===== config.mk =====
export PLATFORM = sky130hd
export DESIGN_NAME = led_flow
export DESIGN_NICKNAME = d
export VERILOG_FILES = /design/src/rtl/led_flow_pkg.sv /design/src/rtl/led_flow_tick.sv /design/src/rtl/led_flow.sv
export SDC_FILE = /design/constraint.sdc
export NUM_CORES = 1
export LEC_CHECK = 0
export CAP_MARGIN = 40
export CORE_ASPECT_RATIO = 0.8
export CORE_MARGIN = 10
export CORE_UTILIZATION = 58
export CTS_CLUSTER_SIZE = 16
export DETAILED_ROUTE_END_ITERATION = 12
export PLACE_DENSITY = 0.77
export SYNTH_ARGS = -nofsm -noshare
export SYNTH_HDL_FRONTEND = slang
export SYNTH_HIERARCHICAL = 1
export SYNTH_SLANG_ARGS = --single-unit
export TNS_END_PERCENT = 10

===== constraint.sdc =====
create_clock -name clk -period 2.6 [get_ports clk]
set_clock_uncertainty 0.05 [all_clocks]
set_input_delay 0.78 -clock clk [delete_from_list [all_inputs] [get_ports clk]]
set_output_delay 0.78 -clock clk [all_outputs]
set_load 0.02 [all_outputs]

===== src/rtl/led_flow_pkg.sv =====
// Shared types and defaults for the running-light driver.
// The optional ping-pong sequence is selected by the LED_FLOW_BOUNCE_EN macro in led_flow.
package led_flow_pkg;

  typedef enum logic {
    DIR_UP,
    DIR_DOWN
  } led_dir_t;

  localparam int          DEF_STEP_CYCLES = 25_000_000;
  localparam int          DEF_N_LED       = 4;
  localparam int unsigned PATTERN_RST     = 'b1;

endpackage


===== src/rtl/led_flow_tick.sv =====
// Step-rate prescaler: counts 0..STEP_CYCLES-1 and raises tick for the last count of each period.
module led_flow_tick
  import led_flow_pkg::*;
#(
  parameter int STEP_CYCLES = DEF_STEP_CYCLES
) (
  input  logic clk,
  input  logic rst,
  output logic tick
);

  localparam int            CW   = $clog2(STEP_CYCLES);
  localparam logic [CW-1:0] LAST = CW'(STEP_CYCLES - 1);

  logic [CW-1:0] cnt;

  always_ff @(posedge clk) begin
    if (rst) begin
      cnt <= '0;
    end else if (cnt == LAST) begin
      cnt <= '0;
    end else begin
      cnt <= cnt + CW'(1);
    end
  end

  assign tick = (cnt == LAST);

endmodule


===== src/rtl/led_flow.sv =====
// Running-light driver: one lit LED steps across the bank once per prescaler period.
// Define LED_FLOW_BOUNCE_EN for a ping-pong sweep; otherwise the light rotates and wraps.
module led_flow
  import led_flow_pkg::*;
#(
  parameter int N_LED       = DEF_N_LED,
  parameter int STEP_CYCLES = DEF_STEP_CYCLES,
  parameter bit ACTIVE_LOW  = 1'b0
) (
  input  logic             clk,
  input  logic             rst,
  output logic [N_LED-1:0] led
);

  localparam logic [N_LED-1:0] PAT_RST = N_LED'(PATTERN_RST);

  logic             tick;
  logic [N_LED-1:0] pattern;
  logic             pattern_ok;

  led_flow_tick #(
    .STEP_CYCLES(STEP_CYCLES)
  ) u_tick (
    .clk  (clk),
    .rst  (rst),
    .tick (tick)
  );

  // A corrupted (zero or multi-hot) pattern is reloaded on the next step.
  assign pattern_ok = (pattern != '0) && ((pattern & (pattern - N_LED'(1))) == '0);

`ifdef LED_FLOW_BOUNCE_EN
  led_dir_t dir;
  logic     step_up;

  // Never shift off an end, even if dir disagrees with where the light is.
  assign step_up = (dir == DIR_UP) ? !pattern[N_LED-1] : pattern[0];

  always_ff @(posedge clk) begin
    if (rst) begin
      pattern <= PAT_RST;
      dir     <= DIR_UP;
    end else if (tick) begin
      if (!pattern_ok) begin
        pattern <= PAT_RST;
        dir     <= DIR_UP;
      end else if (step_up) begin
        pattern <= pattern << 1;
        dir     <= pattern[N_LED-2] ? DIR_DOWN : DIR_UP;
      end else begin
        pattern <= pattern >> 1;
        dir     <= pattern[1] ? DIR_UP : DIR_DOWN;
      end
    end
  end
`else
  always_ff @(posedge clk) begin
    if (rst) begin
      pattern <= PAT_RST;
    end else if (tick) begin
      if (!pattern_ok) begin
        pattern <= PAT_RST;
      end else begin
        pattern <= {pattern[N_LED-2:0], pattern[N_LED-1]};
      end
    end
  end
`endif

  assign led = ACTIVE_LOW ? ~pattern : pattern;

endmodule


==> metrics <==
critical path required time=between 1.5 and 2 ns; post-CTS setup buffers=0; Post-Layout Cell Count=196; final period utilization=85.8%; first-pass GRT wire length=~4800 um; Crit path largest cell delay=between 0.6 and 0.7 ns; Slew Viols, Final=0; RR Startpoint=u_tick/cnt[18]; endpoint class of the critical path=output port; post-synthesis cell count=158; number of global-route vias before repair=1097; post-route setup slack=approximately 0.37 ns; largest net degree at the start of global routing=17; # resized after CTS=0; Setup CP Type=reg -> out; clock sinks=29; Buf/Inv on CP=1; die area=roughly 4800 um^2; CTS root buf=clkbuf_4; final hold vios=0; CTS tree=built; Min-Delay Startpoint=u_tick/cnt[0]; Synth cell types=34; fillcell total=178; Hold Slack=about 0.42 ns; worst reg2reg path depth=5; syn nets=~160; Setup violations, final=0; Placed Area=between 1500 and 2000 um^2; synthesis warning total=6; CP cell instances=clkdlybuf4s50_1; Startpoint Class=flop; pre-CTS setup slack=between 0.4 and 0.5 ns; Clk Latency, worst-skew pair=around 0.33 ns; FF-to-FF End=u_tick/cnt[23]; Worst Tran Pin Value=between 0.6 and 0.7 ns; initial core utilization=between 60% and 70%; Fin Setup TNS=0 ns; hpwl dp=between 1500 and 2000 um; DRT Pass-1 Iters=4; clock transition at the registers of the reported paths=around 0.09 ns; Post-Route Utilization=between 70% and 80%; Max Freq=around 450 MHz; antenna violations before repair=0; Tot GR Track Use=12.8%; Area Growth Syn to Fin=12.2%; Post-synth EDFFs=0; WL/cell=approximately 14 um; Mean Syn Cell Area=around 9 um^2; IO Pins=6; proportion of layout cells with a drive suffix above 1=11.1%; Min-Delay Path Depth=1; VDD IR-drop max=around 0.00038 V; DIE HEIGHT=approximately 64 um; class of the worst hold path=reg -> reg; hold path endpoint=u_tick/cnt[0]; Tmin final=around 2.2 ns; CP Data Arrival Time=1.40 ns; cell area power density=around 520 nW/um^2; drt total wl=about 2800 um; RSZ-0062 raised after global routing=false; R2R setup slack=between 0.4 and 0.5 ns; post-synthesis sequential area ratio=just over 40%; cell leakage power=around 0.57 nW; drt via density=around 6.1; initial drt markers=170; H-tree levels=2; Horiz. Die Dim=75.1 um; routability cong.=0.792; DP Cell Count=approximately 190; n_diodes=0; CP top delay family=buffers and inverters; Slowest-stage cell, CP=clkdlybuf4s50_1; DRC viols=0; Non-Filler Cell Area, Final=1580 um^2; maxcap violations=0; CTS Buf Count=5; Yosys reg bits=29; Max FO, Critical Path=5; main flop type after synthesis=dfxtp_1; CTS Buffer Depth=2; asr flop ratio synth=0%; Slew Limit Headroom=between 50% and 60%; vias=1200; Core Box Area=2230 um^2; synthesized cell area=~1400 um^2; Post-DRT Antenna Nets=0; total power=roughly 820 uW; status=completed; IO Port Bufs=5; nets=174; GRT Residual Overflow=0; Rows=15; Post-CTS Hold Buffers=0
-- cells in the mapped netlist (3+ instances only) --
master     n  area share [%]
dfxtp_1   29              41
nor2_1    16             4.3
a21oi_1   15             5.3
nand2_1   12             3.2
xor2_1    10             6.2
nand4_1    9             4.0
nand3_1    7             2.5
o21ai_0    6             2.1
or3_1      6             2.7
and4_1     5             3.1
o31ai_1    5             2.7
or4_1      5             2.7
and3_1     3             1.3
nand2b_1   3             1.3
-- kinds of logic (layout without fill, tap and decap cells) --
| kind of cell | count (synthesis) | after routing | synth area share (%) |
|---|---|---|---|
| simple gates | 78 | 78 | 32.8 |
| compound gates | 30 | 30 | 14.0 |
| flops | 29 | 29 | 41.3 |
| xor+xnor | 12 | 12 | 7.47 |
| buf+inv | 8 | 21 | 3.56 |
| fa+ha+maj | 1 | 1 | 0.890 |
-- metal layers --
layer / global-route usage (%) / part of all wire, % / vias up
li1: - / - / 608
met1: 15.9 / 48 / 552
met2: 18.4 / 44 / 33
met3: 5.40 / 5.9 / 7
met4: 6.37 / 2.3 / 0
met5: 0 / 0 / -
-- power by group --
group / total, mW / switching [mW] / internal [mW]
Combinational: 0.0202 / 0.0114 / 0.00880
Clock: 0.350 / 0.155 / 0.196
Sequential: 0.452 / 0.00384 / 0.448
-- area by class of cell --
class | count | area (um^2) | share of cell area, %
clock buffers | 5 | 37.5 | 2.38
clock inverters | 2 | 35.0 | 2.22
inverters | 2 | 7.51 | 0.476
multi-input cells | 121 | 776 | 49.2
flip-flops and latches | 29 | 581 | 36.8
well taps | 25 | 31.3 | 1.98
repair buffers | 12 | 110 | 6.98
-- worst reg2reg max path: cells and delay by family, from the launching register on --
family | cells | cell delay [ns]
and+or+nand+nor | 2 | 0.44
DFF | 1 | 0.39
AOI/OAI and AO/OA | 2 | 0.89
buffers and inverters | 1 | 0.24
-- registers in the layout, summed over array words and instances, names as in the netlist --
register,cells
led,4
u_tick/cnt,25
-- worst max path at each step --
stage	from	end	slack [ns]	depth (start not counted)
after global routing	led[1]	led[1]	0.28	1
final	led[1]	led[1]	0.37	1
after CTS	led[2]	led[2]	0.35	1
after detailed placement	rst	u_tick/cnt[23]	0.47	5
after floorplan	u_tick/cnt[0]	led[0]	0.52	8
after global placement	u_tick/cnt[0]	u_tick/cnt[23]	0.27	5
-- cells in the final DEF, fill, tap and decap left out, drive strengths merged --
master and n:
nand3 7, o21ba 1, bufinv 1, nor4 2
clkbuf 5, nor4b 1, inv 2, nand3b 2
or3 6, dfxtp 29, o31ai 5, or4 6
and2 2, nand4b 1, o21ai 6, clkinv 1
nand2b 3, nand2 12, a21o 1, a21oi 15
o41ai 1, and4 5, nor2b 1, buf 7
nand4 10, nor2 16, xor2 10, clkdlybuf4s50 5
ha 1, nor3b 1, and3 3, xnor2 2
o31a 1
No activity file was read; power rests on OpenSTA's default activity.
